## src/rtl/lsu_pkg.sv

```systemverilog
// Shared types and helpers for the load/store unit: FSM states, RV32I funct3
// codes and the legality/alignment checks applied at request acceptance.
package lsu_pkg;

    typedef enum logic [2:0] {
        S_IDLE,
        S_LOAD,
        S_RMW_RD,
        S_WRITE,
        S_RESP
    } lsu_state_t;

    localparam logic [2:0] F3_B  = 3'b000;
    localparam logic [2:0] F3_H  = 3'b001;
    localparam logic [2:0] F3_W  = 3'b010;
    localparam logic [2:0] F3_BU = 3'b100;
    localparam logic [2:0] F3_HU = 3'b101;

    // funct3[1:0] encodes the access size for every legal load/store code.
    function automatic logic is_misaligned(input logic [2:0] funct3, input logic [1:0] addr_lo);
        logic mis;
        mis = 1'b0;
        if (funct3[1:0] == 2'b01) mis = addr_lo[0];
        if (funct3[1:0] == 2'b10) mis = (addr_lo != 2'b00);
        return mis;
    endfunction

    function automatic logic is_illegal(input logic write, input logic [2:0] funct3);
        logic ill;
        if (write) ill = (funct3 != F3_B) && (funct3 != F3_H) && (funct3 != F3_W);
        else       ill = (funct3 == 3'b011) || (funct3[2:1] == 2'b11);
        return ill;
    endfunction

endpackage

```

## src/rtl/lsu_align.sv

```systemverilog
// Combinational lane logic: extracts and extends load data, and merges a
// byte/half store into a previously read word.
module lsu_align
    import lsu_pkg::*;
(
    input  logic [2:0]  funct3_i,
    input  logic [1:0]  addr_lo_i,
    input  logic [31:0] rd_word_i,
    input  logic [31:0] merge_word_i,
    input  logic [31:0] wdata_i,
    output logic [31:0] load_data_o,
    output logic [31:0] store_word_o
);

    logic [7:0]  byte_sel;
    logic [15:0] half_sel;

    always_comb begin
        // NOTE: every always_comb output gets a default first so no path can infer a latch.
        byte_sel    = rd_word_i[{addr_lo_i, 3'b000} +: 8];
        half_sel    = addr_lo_i[1] ? rd_word_i[31:16] : rd_word_i[15:0];
        load_data_o = '0;
        case (funct3_i)
            F3_B:    load_data_o = {{24{byte_sel[7]}}, byte_sel};
            F3_BU:   load_data_o = {24'h0, byte_sel};
            F3_H:    load_data_o = {{16{half_sel[15]}}, half_sel};
            F3_HU:   load_data_o = {16'h0, half_sel};
            F3_W:    load_data_o = rd_word_i;
            default: load_data_o = '0;
        endcase
    end

    always_comb begin
        store_word_o = merge_word_i;
        case (funct3_i)
            F3_B:    store_word_o[{addr_lo_i, 3'b000} +: 8] = wdata_i[7:0];
            F3_H:    store_word_o[{addr_lo_i[1], 4'b0000} +: 16] = wdata_i[15:0];
            default: store_word_o = wdata_i;
        endcase
    end

endmodule

```

## src/rtl/load_store_unit.sv

```systemverilog
// Single-outstanding load/store unit in front of a word-only data memory;
// sub-word stores are done as read-modify-write.
module load_store_unit
    import lsu_pkg::*;
(
    input  logic        clock,
    input  logic        reset,
    input  logic        req_valid,
    output logic        req_ready,
    input  logic        req_write,
    input  logic [2:0]  req_funct3,
    input  logic [31:0] req_addr,
    input  logic [31:0] req_wdata,
    output logic        resp_valid,
    input  logic        resp_ready,
    output logic [31:0] resp_rdata,
    output logic        resp_error,
    output logic        mem_wr_en,
    output logic        mem_read_en,
    output logic [31:0] mem_address,
    output logic [31:0] mem_write_data,
    input  logic [31:0] mem_read_data
);

    lsu_state_t  state_q;
    logic [2:0]  funct3_q;
    logic [31:0] addr_q;
    logic [31:0] wdata_q;
    logic [31:0] merge_q;
    logic [31:0] rdata_q;
    logic        error_q;
    logic        resp_valid_q;
    logic [31:0] load_data;
    logic [31:0] store_word;

    lsu_align u_align (
        .funct3_i     (funct3_q),
        .addr_lo_i    (addr_q[1:0]),
        .rd_word_i    (mem_read_data),
        .merge_word_i (merge_q),
        .wdata_i      (wdata_q),
        .load_data_o  (load_data),
        .store_word_o (store_word)
    );

    assign req_ready      = (state_q == S_IDLE) && !reset;
    assign resp_valid     = resp_valid_q;
    assign resp_rdata     = rdata_q;
    assign resp_error     = error_q;
    assign mem_read_en    = (state_q == S_LOAD) || (state_q == S_RMW_RD);
    // Gating with reset keeps a reset that lands in WRITE from corrupting memory.
    assign mem_wr_en      = (state_q == S_WRITE) && !reset;
    assign mem_address    = (state_q == S_IDLE) ? 32'h0 : {addr_q[31:2], 2'b00};
    assign mem_write_data = (state_q == S_WRITE) ? store_word : 32'h0;

    // NOTE: sequential state uses non-blocking assignments so every register sees pre-edge values.
    always_ff @(posedge clock) begin
        if (reset) begin
            // NOTE: only control and visible response registers are reset; the request/merge datapath is always written before use.
            state_q      <= S_IDLE;
            resp_valid_q <= 1'b0;
            error_q      <= 1'b0;
            rdata_q      <= 32'h0;
        end else begin
            case (state_q)
                S_IDLE: begin
                    if (req_valid) begin
                        funct3_q <= req_funct3;
                        addr_q   <= req_addr;
                        wdata_q  <= req_wdata;
                        rdata_q  <= 32'h0;
                        error_q  <= 1'b0;
                        if (is_illegal(req_write, req_funct3) ||
                            is_misaligned(req_funct3, req_addr[1:0])) begin
                            error_q      <= 1'b1;
                            resp_valid_q <= 1'b1;
                            state_q      <= S_RESP;
                        end else if (!req_write) begin
                            state_q <= S_LOAD;
                        end else if (req_funct3 == F3_W) begin
                            state_q <= S_WRITE;
                        end else begin
                            state_q <= S_RMW_RD;
                        end
                    end
                end
                S_LOAD: begin
                    rdata_q      <= load_data;
                    resp_valid_q <= 1'b1;
                    state_q      <= S_RESP;
                end
                S_RMW_RD: begin
                    merge_q <= mem_read_data;
                    state_q <= S_WRITE;
                end
                S_WRITE: begin
                    resp_valid_q <= 1'b1;
                    state_q      <= S_RESP;
                end
                S_RESP: begin
                    if (resp_ready) begin
                        resp_valid_q <= 1'b0;
                        state_q      <= S_IDLE;
                    end
                end
                default: state_q <= S_IDLE;
            endcase
        end
    end

endmodule

```

## config.mk

```make
export PLATFORM = sky130hd
export DESIGN_NAME = load_store_unit
export DESIGN_NICKNAME = d
export VERILOG_FILES = /design/src/rtl/lsu_pkg.sv /design/src/rtl/lsu_align.sv /design/src/rtl/load_store_unit.sv
export SDC_FILE = /design/constraint.sdc
export NUM_CORES = 1
export LEC_CHECK = 0
export BUFFER_PORTS_ARGS = -buffer_cell sky130_fd_sc_hd__buf_2
export CORE_ASPECT_RATIO = 1.1
export CORE_MARGIN = 2
export CORE_UTILIZATION = 50
export CTS_CLUSTER_SIZE = 8
export DETAILED_ROUTE_END_ITERATION = 8
export PLACE_DENSITY = 0.9
export SYNTH_ARGS = -nofsm -noshare
export SYNTH_HDL_FRONTEND = slang
export SYNTH_SLANG_ARGS = --single-unit
export TNS_END_PERCENT = 50
```

## constraint.sdc

```tcl
create_clock -name clock -period 9.9 [get_ports clock]
set_clock_uncertainty 0.15 [all_clocks]
set_input_delay 1.485 -clock clock [delete_from_list [all_inputs] [get_ports clock]]
set_output_delay 1.485 -clock clock [all_outputs]
set_load 0.03 [all_outputs]
```

**Word level (Yosys, flattened, before mapping)**

Index checks and enable logic that the tools add are counted.

- Output and inout bits: 101
- Register bits after elaboration: 136
- Logic and storage cells: 84
- Input port bits: 104

- Bitwise operators: 1
- Shift operators: 5
- Equal/unequal tests: 18
- $add $sub $neg: 2
- Reductions and logical operators: 21
- Muxes and demuxes: 29

Operators by type and width:

| kind | number |
|---|---|
| 32-bit case mux with 5 select lines | 1 |
| 32-bit case mux with 2 select lines | 2 |
| 32-bit 2-to-1 mux | 3 |
| 32-bit bitwise mux | 2 |
| 16-bit by 7-bit variable shift with 32-bit output, first input constant | 1 |
| 8-bit by 7-bit variable shift with 32-bit output, first input constant | 1 |
| 16-bit by 7-bit variable part select with 32-bit output | 1 |
| 32-bit by 6-bit variable part select with 8-bit output | 1 |
| 8-bit by 7-bit variable part select with 32-bit output | 1 |
| 16-bit 2-to-1 mux | 1 |
| 3-bit by 2-bit equality test with 1-bit output, second input constant | 5 |
| 1-bit 2-to-1 mux | 14 |
| 5-bit negation with 7-bit output | 2 |
| 3-bit case mux with 4 select lines | 1 |
| 3-bit equality test, second input constant | 3 |
| 3-bit 2-to-1 mux | 3 |
| 2-bit AND reduction | 4 |
| 3-bit by 1-bit equality test with 1-bit output, second input constant | 2 |
| 3-bit zero test | 2 |
| 3-bit nonzero test | 2 |
| 2-bit equality test, second input constant | 2 |
| 1-bit logical AND | 4 |
| 2-bit inequality test, second input constant | 2 |
| 4-bit AND reduction | 1 |
| other kinds (12) | 15 |

**Depth between registers and ports, before layout**

Gate-level depths: netlist (run 1).

- Word-level depth: 11
- Mapped depth: 8
- Gate-level depth less buffers: 6

**Cells and area by module**

A second synthesis (run 1) with hierarchy kept.

- Cell total of the unflattened synthesis: 609
- Area, all modules: 6,822.8 sq um

By module, submodules not included:

| module | times used | area each (sq um) | seq. area each (sq um) | cells each |
|---|---|---|---|---|
| load_store_unit | 1 | 4,863.4 | 3,713.6 | 324 |
| lsu_align | 1 | 1,959.4 | 0.0 | 285 |

**Least setup slack after synthesis (run 1)**

Ideal clock, no wire load.

- Path kind: input port to flip-flop
- Start: input port reset
- End: register addr_q[0], enable pin
- Library setup time: 657 ps
- Path buffers: 1
- Arrival time: 8,075 ps
- Stages: 2
- Data required time: 9,093 ps
- Path slack: 1,018 ps
- Cell sequence: clkbuf_1 > nor4_1

- Word-level cells in the longest chain between the ends: 2

RTL lines:

| item | RTL line | text |
|---|---|---|
| from (decl) | load_store_unit.sv:7 | `input logic reset,` |
| 1-bit NOT (no source line) | -- |  |
| 3-bit AND reduction (no source line) | -- |  |
| to (signal assigned) | load_store_unit.sv:69 | `addr_q <= req_addr;` |
| to (decl) | load_store_unit.sv:27 | `logic [31:0] addr_q;` |

No other way between the ends.
A chain may end at the register's enable or synchronous reset.

**Final worst setup path (run 1)**

- Start: register addr_q[1]
- End: output port mem_write_data[18]

- Word-level cells in the longest chain between the ends: 5
- Elaborated cells on any way between the ends: 10
- Those cells by class: 2 x add/sub; 4 x shift; 4 x mux

RTL lines:

| item | RTL line | text |
|---|---|---|
| 5-bit negation with 7-bit output (on tied branches) | lsu_align.sv:37, lsu_align.sv:36 |  |
| 16-bit by 7-bit variable part select with 32-bit output, or another cell as far along | lsu_align.sv:37 | `F3_H: store_word_o[{addr_lo_i[1], 4'b0000} +: 16] = wdata_i[15:0];` |
| 32-bit bitwise mux (on tied branches) | lsu_align.sv:37, lsu_align.sv:36 |  |
| 32-bit case mux with 2 select lines * | lsu_align.sv:35 | `case (funct3_i)` |
| 32-bit 2-to-1 mux * | load_store_unit.sv:54 | `assign mem_write_data = (state_q == S_WRITE) ? store_word : 32'h0;` |
| to (decl) | load_store_unit.sv:21 | `output logic [31:0] mem_write_data,` |

Every way passes the cells marked *; elsewhere a longest branch is shown, timed or not.

==> results by group, run 1 <==
Routing
  – Final ANT Viol Nets: 0
  – Initial DRC count: 573
  – Drt via density: 6.010
  – DR vias: 5,163
  – Remaining DRCs: 0
  – 1st-pass router iterations: 7
  – Drt total wl: 17.92 mm
  – Wire per inst: 20.86 um

Timing
  – RSZ-0062 raised after global routing: false
  – Setup violations, final: 0
  – Setup ws final: 4.264 ns
  – Setup tns final: 0 ns
  – Post-layout minimum cycle time: 5.636 ns
  – Hold WS: 0.3199 ns
  – Fmax: 0.1774 GHz
  – Slew margin rel.: 13.38%
  – Max-slew violations: 0
  – Final Hold Vio Count: 0
  – Tcrit/Tclk final: 56.93%
  – Worst-margin pin slew: 1.287 ns

Placement
  – Dpl cells: 826
  – DP Area: 0.007123 mm2
  – Post-place setup slack: 4.785 ns
  – Routability Congestion: 0.9210
  – Detail Placement HPWL: 13.14 mm
  – Port-buffer cells: 202

Power and ir drop
  – VDD IR-drop max: 0.1132 mV
  – Tot Pwr: 1.404 mW
  – Power per cell area: 182.2 mW/mm2
  – Leakage: 3.209 nW

Worst setup path
  – Crit path max fanout: 35
  – Critical Path End Type: primary output
  – Req. time, crit path: 8.27 ns
  – Critical path, cell by cell: inv_1 -> ha_1 -> nand2_1 -> nor4_1 -> a221oi_1 -> nor3_1 -> buf_2
  – Crit Path Category: reg -> out
  – Worst Path Arrival: 4.00 ns
  – Top delay family on crit path: simple AND/OR/NAND/NOR gates
  – CP peak stage delay: 1.10 ns
  – Critical-path top delay cell: edfxtp_1
  – Worst setup SP type: register
  – WP buf/inv: 2

Synthesis
  – Async S/R FF share, synth: 0%
  – Ys flop type: edfxtp_1
  – Sequential area share after synthesis: 61.78%
  – Number of synthesized flops with an enable pin: 99
  – Cell count after synthesis: 495
  – Yosys warns: 0
  – Syn Area/Cell: 12.14 um2
  – Syn Std Cell Area: 0.006011 mm2
  – Flops & latches, synth: 136
  – Yosys cell types: 49

Cells and area
  – Layout cell share with drive strength beyond 1: 36.79%
  – Layout Utilization: 64.90%
  – Most common cell after layout, fill and taps aside: buf_2
  – Non-Filler Instances: 859
  – Design area: 0.007707 mm2
  – Combined area of the multi-input logic cells: 0.002105 mm2
  – Filler cells: 946
  – Growth of design area from synthesis to finish: 28.23%
  – Reg area: 0.003714 mm2
  – Most frequent cells in the layout: buf_2, edfxtp_1, nor2b_1
  – Final nets: 800

Clock network
  – Setup Buffers After CTS: 0
  – Clock Pin Slew Worst Setup and Hold Paths: 0.06 ns
  – Post-CTS sizing: 0
  – Sink Count: 136
  – Hold buffer count at cts: 0
  – Clk_lat worst skew: 0.41 ns
  – Clock Path Buffers: 2
  – CTS tree: yes
  – CTS Buf Count: 17
  – # H-tree levels: 4
  – Clk root buf: clkbuf_16

Global routing
  – Total congestion overflow: 0
  – GRT Resource Usage Total: 28.35%
  – First-pass GRT wire length: 27.31 mm
  – Largest net degree at the start of global routing: 37
  – Vias in the first global route: 5,102
  – Initial antenna violation count: 1

Floorplan
  – Total die area: 0.01292 mm2
  – Core area: 0.01188 mm2
  – I/O Pins: 205
  – Die W: 108.5 um
  – Vert. Die Dim: 119.0 um
  – Initial Util: 50.61%
  – Rows: 42

Flow run
  – Number of max-cap violations: 0

Worst hold path
  – Worst Hold Class: reg -> reg

Status
  – Status: completed
-- flip-flops by register name, summed over array words and instances (netlist names) --
signal	count
merge_q	32
resp_error	1
addr_q	32
resp_valid	1
resp_rdata	32
funct3_q	3
wdata_q	32
state_q	3
-- routing by layer --
metal  routed length, um  global-route usage (%)  share of wire, %  up-vias
met1                6745                   35.63                38     2450
met2                8746                   44.96                49      337
met5                   0                       0                 0        -
li1                    -                       -                 -     2310
met4                 655                   14.18               3.7        0
met3                1768                   7.553               9.9       66
-- power breakdown --
group          internal (mW)  switching (mW)
Clock                  0.371           0.233
Combinational         0.0508          0.0968
Sequential             0.635          0.0173
-- worst reg2reg max path: cells and delay by family, from the launching register on --
kind / cells / cell delay, ns
AND/OR/NAND/NOR: 2 / 1.87
flip-flops: 1 / 0.74
AO/OA/AOI/OAI: 2 / 0.62
-- Yosys cell counts, drive strengths merged, types with 2 or more instances --
| library cell | count | area [um2] |
|---|---|---|
| edfxtp | 99 | 2973 |
| nor2b | 43 | 269.0 |
| nand2 | 41 | 153.9 |
| dfxtp | 37 | 740.7 |
| o21ai | 34 | 170.2 |
| clkbuf | 20 | 75.07 |
| a21oi | 18 | 90.09 |
| a221o | 16 | 160.2 |
| nor2 | 16 | 62.56 |
| o22ai | 16 | 100.1 |
| nor3 | 15 | 75.07 |
| a22oi | 14 | 105.1 |
| a221oi | 13 | 113.9 |
| buf | 13 | 92.58 |
| inv | 13 | 48.80 |
| a22o | 8 | 70.07 |
| a31oi | 8 | 50.05 |
| mux2 | 8 | 90.09 |
| a211o | 7 | 61.31 |
| a222oi | 7 | 70.07 |
| o2bb2ai | 7 | 61.31 |
| nor4 | 6 | 52.55 |
| o21a | 6 | 45.04 |
| ha | 5 | 62.56 |
| nor3b | 4 | 35.03 |
| mux2i | 3 | 30.03 |
| or2 | 3 | 18.77 |
| or4 | 2 | 18.77 |
-- path summary, 6_finish.rpt --
| path | to | depth (start not counted) | startpoint | slack, ns |
|---|---|---|---|---|
| worst min-delay path | resp_rdata[14] | 1 | resp_rdata[14] | 0.32 |
| worst max register to register | resp_rdata[27] | 4 | funct3_q[0] | 6.47 |
| worst max-delay path | mem_write_data[18] | 7 | addr_q[1] | 4.26 |
| worst min register to register | resp_rdata[14] | 1 | resp_rdata[14] | 0.32 |
-- layout make-up --
class                   instances  area share [%]
diodes                          1         0.03247
clock buffers                  23           6.769
clock inverters                 9          0.7792
inverters                      13          0.6331
multi-input cells             314           27.31
flip-flops and latches        136           48.18
well taps                     154           2.500
repair buffers                209           13.80
-- logic make-up after synthesis --
family                     synth area share, %
DFF                                      61.78
and+or+nand+nor                          12.18
xor gates and xnor gates                0.1457
buffers and inverters                    3.601
other                                  0.06239
AOI/OAI and AO/OA                        18.82
muxes                                    2.373
adders and majority gates                1.041
Power figures use the tool's default switching activity.
==> run 2: changes to the inputs <==
ABC_AREA = 1   (was unset)
CORE_UTILIZATION = 47   (was 50)
PLACE_DENSITY = 0.87   (was 0.9)
clock period = 4.7 ns   (was 9.9 ns; I/O delays follow)
==> run 2 against run 1 <==
Die area is 20% higher; first-iteration DRC count is 11% lower; synthesized area is 13% higher; design area is 11% higher; register-to-register slack worse by 4.1 ns; synthesized cell count is 77% higher; combinational power grew to 3.0 times the previous value; largest cell class unchanged.
==> results by group, run 2 <==
Global routing
  – Initial antenna violation count: 4
  – Total congestion overflow: 0
  – Vias in the first global route: 5,977
  – First-pass GRT wire length: 29.76 mm
  – GRT Resource Usage Total: 24.92%
  – Largest net degree at the start of global routing: 51

Timing
  – Post-layout minimum cycle time: 4.131 ns
  – Setup tns final: 0 ns
  – Final Hold Vio Count: 0
  – Tcrit/Tclk final: 87.89%
  – Setup violations, final: 0
  – Worst-margin pin slew: 0.8576 ns
  – Fmax: 0.2421 GHz
  – Max-slew violations: 0
  – Hold WS: 0.2929 ns
  – Slew margin rel.: 42.64%
  – RSZ-0062 raised after global routing: false

Synthesis
  – Cell count after synthesis: 875
  – Cell taking the most area after synthesis: edfxtp_1
  – Sequential area share after synthesis: 54.62%
  – Share of the synthesized area in the top cell type: 43.72%
  – Yosys cell types: 25
  – Syn Std Cell Area: 0.006799 mm2
  – Yosys warns: 0
  – Number of synthesized flops with an enable pin: 99
  – Top cells by count, synth: nand2_1, nor2_1, edfxtp_1
  – Flops & latches, synth: 136
  – Syn Area/Cell: 7.770 um2
  – Async S/R FF share, synth: 0%
  – Ys flop type: edfxtp_1
  – Top post-synthesis cells by area: edfxtp_1, nand2_1, dfxtp_1
  – Most instantiated library cell after synthesis: nand2_1

Clock network
  – Clk_lat worst skew: 0.41 ns
  – Clock Path Buffers: 2
  – Clk root buf: clkbuf_16
  – Post-CTS sizing: 0
  – # H-tree levels: 4
  – Hold buffer count at cts: 0
  – Setup Buffers After CTS: 0
  – CTS Buf Count: 17
  – Clock Pin Slew Worst Setup and Hold Paths: 0.06 ns
  – Sink Count: 136
  – CTS tree: yes

Worst setup path
  – Worst Path Arrival: 3.28 ns
  – Critical path, cell by cell: inv_2 -> ha_1 -> inv_1 -> nor2_1 -> nand3_1 -> o21ai_0 -> nand2_1 -> a21oi_1 -> buf_2
  – Critical Path End Type: primary output
  – Worst setup SP type: register
  – Crit path max fanout: 28
  – CP peak stage delay: 0.65 ns
  – Critical-path top delay cell: edfxtp_1
  – Req. time, crit path: 3.85 ns
  – Crit Path Category: reg -> out

Worst hold path
  – Worst Hold Class: reg -> reg

Placement
  – Routability Congestion: 0.9318
  – Port-buffer cells: 202
  – Detail Placement HPWL: 14.01 mm
  – Dpl cells: 1,243
  – DP Area: 0.007991 mm2

Floorplan
  – Total die area: 0.01545 mm2
  – Vert. Die Dim: 130.1 um
  – Core area: 0.01427 mm2
  – Rows: 46
  – Initial Util: 47.63%
  – I/O Pins: 205
  – Die W: 118.7 um

Cells and area
  – Final nets: 1,179
  – Layout cell share with drive strength beyond 1: 23.92%
  – Most common cell after layout, fill and taps aside: nand2_1
  – Non-Filler Instances: 1,278
  – Design area: 0.008583 mm2
  – Most frequent cells in the layout: nand2_1, buf_2, nor2_1
  – Growth of design area from synthesis to finish: 26.24%

Power and ir drop
  – VDD IR-drop max: 0.2435 mV
  – Leakage: 4.214 nW
  – Tot Pwr: 3.127 mW
  – Power per cell area: 364.3 mW/mm2

Routing
  – Drt total wl: 19.07 mm
  – Remaining DRCs: 0
  – Drt via density: 4.930
  – 1st-pass router iterations: 7
  – Initial DRC count: 508
  – Wire per inst: 14.92 um
  – DR vias: 6,300
  – Final ANT Viol Nets: 0

Status
  – Status: completed

Flow run
  – Number of max-cap violations: 0
-- run 2: kinds of logic after synthesis --
kind of cell / after synthesis / share of synthesized area, %
flip-flops: 136 / 54.62
other: 1 / 0.05516
buffers and inverters: 137 / 7.913
AO/OA/AOI/OAI: 97 / 7.343
adder cells (fa/ha/maj): 5 / 0.9201
AND/OR/NAND/NOR: 499 / 29.15
-- run 2: layout make-up --
cell class | instances | area, um2
fillers | 1347 | 5690
flip-flops and latches | 136 | 3714
multi-input cells | 603 | 2567
repair buffers | 211 | 1091
clock buffers | 21 | 460.4
inverters | 101 | 379.1
well taps | 192 | 240.2
clock inverters | 11 | 123.9
diodes | 3 | 7.507
-- run 2: metal layers --
layer / share of wire, % / wire (um) / vias up / GRT usage (%)
li1: - / - / 3164 / -
met1: 41 / 7748 / 2834 / 30.76
met2: 49 / 9328 / 255 / 41.95
met3: 6.9 / 1325 / 45 / 6.163
met4: 3.4 / 652 / 2 / 10.78
met5: 0.089 / 17 / - / 0
-- run 2: stage by stage --
step,setup WS (ns),util [%]
2_1_floorplan,0.5485,-
3_3_place_gp,1.159,55.99
3_5_place_dp,1.055,55.99
4_1_cts,0.5970,60.08
5_1_grt,0.1487,60.13
6_report,0.5689,60.13
-- run 2: report_power, final --
group / leakage, nW / internal [mW] / switching, mW
sequential: 1.21 / 1.35 / 0.0284
clock: 0.279 / 0.809 / 0.501
combinational: 2.72 / 0.128 / 0.315
-- run 2: path summary, 6_finish.rpt --
kind	start	endpoint	slack (ns)	depth (start not counted)
min reg2reg	resp_valid	resp_valid	0.29	2
max	addr_q[1]	mem_write_data[18]	0.57	9
max reg2reg	addr_q[1]	resp_rdata[10]	2.38	8
min	resp_valid	resp_valid	0.29	2
-- run 2: critical path, delay by kind of cell (launching register included) --
kind            cells  cell delay [ns]
compound gates      2             0.40
buf+inv             3             0.60
flops               1             0.65
fa+ha+maj           1             0.37
simple gates        3             0.84
